### src/rtl/bht_ctrl.sv
// bht_ctrl -- branch history table controller.
//
// Holds 2**IDX_BITS two-bit saturating predictor counters indexed by
// pc[IDX_BITS+1:2]. After reset a sequencer writes INIT_ST into every
// entry (INIT). Then lookups are served (RUN). Resolved branches are
// buffered in an update FIFO and written back one per cycle while in RUN.
//
// Ports:
//   clk, reset      clock and synchronous active-high reset
//   lkp_valid/pc    IF lookup request; lkp_ready is high only in RUN
//   pred_valid      registered prediction, one cycle after an accepted lookup
//   pred_taken      counter bit 1 of the looked-up entry
//   pred_state      raw two-bit counter of the looked-up entry
//   upd_valid/pc/taken  EX resolved-branch update; upd_ready = FIFO not full
//   init_busy       high while the table is being initialised
//   upd_drop_cnt    saturating count of cycles with a refused update
module bht_ctrl #(
  parameter int         IDX_BITS = 4,
  parameter int         PC_W     = 32,
  parameter int         Q_DEPTH  = 4,
  parameter logic [1:0] INIT_ST  = 2'b10
) (
  input  logic            clk,
  input  logic            reset,
  input  logic            lkp_valid,
  input  logic [PC_W-1:0] lkp_pc,
  output logic            lkp_ready,
  output logic            pred_valid,
  output logic            pred_taken,
  output logic [1:0]      pred_state,
  input  logic            upd_valid,
  input  logic [PC_W-1:0] upd_pc,
  input  logic            upd_taken,
  output logic            upd_ready,
  output logic            init_busy,
  output logic [7:0]      upd_drop_cnt
);

  localparam int ENTRIES = 1 << IDX_BITS;
  localparam int AW      = (Q_DEPTH > 1) ? $clog2(Q_DEPTH) : 1;
  localparam int CW      = AW + 1;
  localparam logic [CW-1:0]       FULL     = CW'(Q_DEPTH);
  localparam logic [IDX_BITS-1:0] LAST_IDX = {IDX_BITS{1'b1}};

  typedef enum logic {S_INIT, S_RUN} state_t;

  state_t state, state_nxt;

  logic [IDX_BITS-1:0] init_ptr;
  logic [1:0]          bht [ENTRIES];
  logic [IDX_BITS:0]   fifo_mem [Q_DEPTH];
  logic [AW-1:0]       rd_ptr, wr_ptr;
  logic [CW-1:0]       count;

  logic [IDX_BITS-1:0] lkp_idx_p0, upd_idx_p0, head_idx_p0;
  logic                head_taken_p0;
  logic [1:0]          head_new_p0, lkp_val_p0;
  logic                push, pop, lkp_fire;
  logic                unused_pc_bits;

  function automatic logic [1:0] sat_update(input logic [1:0] ctr, input logic taken);
    if (taken) return (ctr == 2'b11) ? 2'b11 : ctr + 2'b01;
    else       return (ctr == 2'b00) ? 2'b00 : ctr - 2'b01;
  endfunction

  function automatic logic [7:0] sat_inc8(input logic [7:0] v);
    return (v == 8'hFF) ? v : v + 8'd1;
  endfunction

  // Only the word-aligned index bits of a PC select an entry.
  assign lkp_idx_p0     = lkp_pc[IDX_BITS+1:2];
  assign upd_idx_p0     = upd_pc[IDX_BITS+1:2];
  assign unused_pc_bits = ^{lkp_pc[PC_W-1:IDX_BITS+2], lkp_pc[1:0],
                            upd_pc[PC_W-1:IDX_BITS+2], upd_pc[1:0]};

  // Fullness comes from the registered count only, so a pop in the same
  // cycle never frees a slot for a push.
  assign upd_ready = (count != FULL);
  assign push      = upd_valid & upd_ready;
  assign pop       = (state == S_RUN) && (count != '0);
  assign lkp_fire  = lkp_valid & lkp_ready;

  assign {head_idx_p0, head_taken_p0} = fifo_mem[rd_ptr];
  assign head_new_p0 = sat_update(bht[head_idx_p0], head_taken_p0);

  // Write-first bypass: a lookup colliding with this cycle's drain write
  // sees the updated counter. Entries still queued are not forwarded.
  assign lkp_val_p0 = (pop && (head_idx_p0 == lkp_idx_p0)) ? head_new_p0
                                                           : bht[lkp_idx_p0];

  always_comb begin
    state_nxt = state;
    init_busy = 1'b0;
    lkp_ready = 1'b0;
    case (state)
      S_INIT: begin
        init_busy = 1'b1;
        if (init_ptr == LAST_IDX) state_nxt = S_RUN;
      end
      S_RUN:   lkp_ready = 1'b1;
      default: state_nxt = S_INIT;
    endcase
  end

  // ---- stage p0 -> p1: control state and registered prediction ----
  always_ff @(posedge clk) begin
    if (reset) begin
      state        <= S_INIT;
      init_ptr     <= '0;
      rd_ptr       <= '0;
      wr_ptr       <= '0;
      count        <= '0;
      pred_valid   <= 1'b0;
      pred_state   <= 2'b00;
      upd_drop_cnt <= 8'd0;
    end else begin
      state      <= state_nxt;
      pred_valid <= lkp_fire;
      if (state == S_INIT) init_ptr <= init_ptr + IDX_BITS'(1);
      if (push) wr_ptr <= wr_ptr + AW'(1);
      if (pop)  rd_ptr <= rd_ptr + AW'(1);
      case ({push, pop})
        2'b10:   count <= count + CW'(1);
        2'b01:   count <= count - CW'(1);
        default: count <= count;
      endcase
      if (lkp_fire) pred_state <= lkp_val_p0;
      if (upd_valid && !upd_ready) upd_drop_cnt <= sat_inc8(upd_drop_cnt);
    end
  end

  // ---- stage p0 -> p1: table and FIFO storage ----
  always_ff @(posedge clk) begin
    if (state == S_INIT)  bht[init_ptr]    <= INIT_ST;
    else if (pop)         bht[head_idx_p0] <= head_new_p0;
    if (push) fifo_mem[wr_ptr] <= {upd_idx_p0, upd_taken};
  end

  assign pred_taken = pred_state[1];

endmodule

### config.mk
export PLATFORM = sky130hd
export DESIGN_NAME = bht_ctrl
export DESIGN_NICKNAME = d
export VERILOG_FILES = /design/src/rtl/bht_ctrl.sv
export SDC_FILE = /design/constraint.sdc
export NUM_CORES = 1
export LEC_CHECK = 0
export CAP_MARGIN = 20
export CORE_MARGIN = 5
export CORE_UTILIZATION = 30
export CTS_BUF_LIST = sky130_fd_sc_hd__clkbuf_4 sky130_fd_sc_hd__clkbuf_8 sky130_fd_sc_hd__clkbuf_16
export DETAILED_ROUTE_END_ITERATION = 16
export GPL_ROUTABILITY_DRIVEN = 1
export PLACE_DENSITY = 0.54
export SYNTH_ARGS = -nofsm -noshare
export SYNTH_HDL_FRONTEND = slang
export SYNTH_SLANG_ARGS = --single-unit
export TNS_END_PERCENT = 50
### constraint.sdc
create_clock -name clk -period 3.4 [get_ports clk]
set_input_delay 0.34 -clock clk [delete_from_list [all_inputs] [get_ports clk]]
set_output_delay 0.34 -clock clk [all_outputs]
set_load 0.01 [all_outputs]
==> impl_metrics.tcl <==
set metrics [dict create \
    fin_ws_ns 0.550 \
    worstPathRequired_ns 3.56 \
    finalWeightedCongestion 0.800 \
    cts-resized-gates 0 \
    worstSetupPathType "reg2reg" \
    die_w_um 122 \
    synth_area_um2 3740 \
    setup_viol_count_final 0 \
    path_clk_slew_ns 0.06 \
    cts_tree "done" \
    setup_tns_ns 0 \
    fin_crit_ns 2.85 \
    syn_area_per_cell_um2 12.8 \
    io_buffers 27 \
    ys_seq_elements 77 \
    hp-class "reg2reg" \
    dpl_worst_slack_ns 0.563 \
    hold_buffers 0 \
    finalNetCount 400 \
    mostFrequentLayoutCells "edfxtp_1, nor2_1, clkdlybuf4s50_1, mux2i_1, dfxtp_1" \
    crit_path_start_kind "flip-flop" \
    crit_path_max_fanout 18 \
    yosys_warnings 0 \
    mostFrequentLayoutCell "edfxtp_1" \
    drt_iter0_drc 125 \
    powerDensity_nw_per_um2 480 \
    grt_overflow 0 \
    final_core_util_pct 36.8 \
    cts_made_buffers 9 \
    max_freq_mhz 351 \
    rows 40 \
    status "complete, no violations" \
    wl_per_cell_um 15.2 \
    grt_max_degree 27 \
    grt.total_usage_pct 10.9 \
    clock_latency_ns 0.33 \
    synth_area_leaders "edfxtp_1, dfxtp_1, mux4_2, mux2i_1, nor2_1" \
    ys.flop_type "edfxtp_1" \
    antenna_left 0 \
    initial_utilization_pct 30.9 \
    reg2regPathDepth 8 \
    clock-sinks 77 \
    ys_seq_area_share_pct 55.2 \
    grt_pass1_wl_um 12300 \
    drive_above_1_share_pct 12.8 \
    pin_count 84 \
    antenna_found_initial 0 \
    netlist_instances 293 \
    relSlewSlack_pct 56.2 \
    grt_pass1_vias 2326 \
    slew_viol_final 0 \
    finClkSkew_ns 0.00757 \
    synth-async-reset-ratio_pct 0 \
    period_share_pct 83.8 \
    peakVddDrop_v 0.000263 \
    rsz0062_at_grt "false" \
    critPathArrivalTime_ns 3.01 \
    worst_pin_slew_ns 0.655 \
    core_area_um2 12100 \
    die-area_um2 14800 \
    regToRegSetupSlack_ns 0.55 \
    routed_wl_um 7560 \
    hold_viol_final 0 \
    clockBufferDepth 2 \
    hp-start "upd_drop_cnt[5]" \
    endpoint_kind "flip-flop" \
    maxCapViolCount 0 \
    p_leak_nw 1.52 \
    area_growth_pct 19.2 \
    place_hpwl_um 5400 \
    fp.dieH_um 122 \
    yosys.area.top_type "edfxtp_1" \
    synth_edf_count 52 \
    r2r_end "bht[3][0]" \
    post_cts_buffers 0 \
    vias 2348 \
    drt-vias-per-instance 4.73 \
    h-tree-depth 3 \
    diodes 0 \
    drtPass1Iterations 4 \
    root_buffer "clkbuf_16" \
    synth_fp_nets 370 \
    endpoint "bht[3][0]" \
    drc 0 \
    synth_cell_types 48 \
    synth_top_cell_area_share_pct 41.8 \
]
[cells in the mapped netlist (2+ instances only)]
master    number
dfxtp_1       25
nor2b_1        2
xor2_1        10
xnor2_1        7
nand3_1        4
edfxtp_1      52
a22oi_1        2
nor3_1         2
and3_1         5
buf_2          4
xnor2_2        2
buf_6          3
nand2_1       22
clkbuf_1       4
maj3_1         2
mux2_2         4
inv_1          9
a21oi_1        8
and2_1         3
mux4_2        13
buf_4          2
o21ai_0        4
nand4_1        4
nor2_1        40
or3_1          5
ha_1           7
mux2i_1       25
o21ai_1        2
nand3b_1       2
[how the worst min path moves through the flow]
| stage | to | slack, ns | cells after the start |
|---|---|---|---|
| 2_1_floorplan | fifo_mem[0][0] | 0.44 | 0 |
| 3_3_place_gp | upd_drop_cnt[5] | 0.48 | 2 |
| 3_5_place_dp | upd_drop_cnt[5] | 0.50 | 2 |
| 4_1_cts | upd_drop_cnt[5] | 0.51 | 2 |
| 5_1_grt | upd_drop_cnt[5] | 0.53 | 2 |
| 6_report | upd_drop_cnt[5] | 0.50 | 2 |
[metal layers]
layer  track usage (%)  routed length, um  part of all wire, %  up-vias
met3              2.97                334                  4.4       12
li1                  -                  -                    -     1141
met5                 0                  0                    0        -
met4              4.20                127                  1.7        0
met1              14.3               3530                   47     1144
met2              17.3               3570                   47       51
[metrics by stage]
| step | cell area (um2) | power [mW] | std cells | hold WS (ns) |
|---|---|---|---|---|
| final | 4450 | 2.14 | 496 | 0.500 |
| after global routing | 4450 | 2.23 | 496 | 0.529 |
| after CTS | 4450 | 2.16 | 496 | 0.506 |
| after detailed placement | 4160 | 1.24 | 480 | 0.497 |
| after global placement | 4160 | 1.24 | 480 | 0.483 |
| after floorplan | 3740 | 1.19 | 293 | 0.439 |
[final cells by class]
class                           count  area [um2]
Clock inverter                      7        66.3
Multi-Input combinational cell    192        1530
Sequential cell                    77        2060
Tap cell                          168         210
Inverter                            9        33.8
Fill cell                        1220        7660
Timing Repair Buffer               34         323
Clock buffer                        9         225
[critical path, stage by stage, from the launching register on]
cell and delay (ns):
dfxtp_1 0.36, mux4_2 0.80, mux2i_1 0.20, mux2i_1 0.22
mux2i_1 0.10, mux2_2 0.29, maj3_1 0.37, nor2_1 0.10
buf_4 0.22
[flip-flops by register name, indices dropped and copies added, names as in the netlist, named ones only]
signal and flops:
init_ptr 4, wr_ptr 2, pred_valid 1, upd_drop_cnt 8, fifo_mem 20, rd_ptr 2
state 1, count 3, pred_state 2, bht 32
[power by group]
group          internal [mW]  switching, mW  leakage, nW  total (mW)
sequential              1.02         0.0150        0.661        1.04
clock                  0.562          0.361        0.135       0.923
combinational         0.0807          0.100        0.727       0.181
total                   1.66          0.477         1.52        2.14
[kinds of logic after synthesis]
group / count (synthesis) / synth area share, %
adders and majority gates: 10 / 3.41
DFF: 77 / 55.2
muxes: 43 / 16.4
and+or+nand+nor: 96 / 12.1
xor gates and xnor gates: 19 / 4.85
buffers and inverters: 24 / 3.78
AOI/OAI and AO/OA: 24 / 4.22
Note: power is estimated with default switching activity, not from simulation.
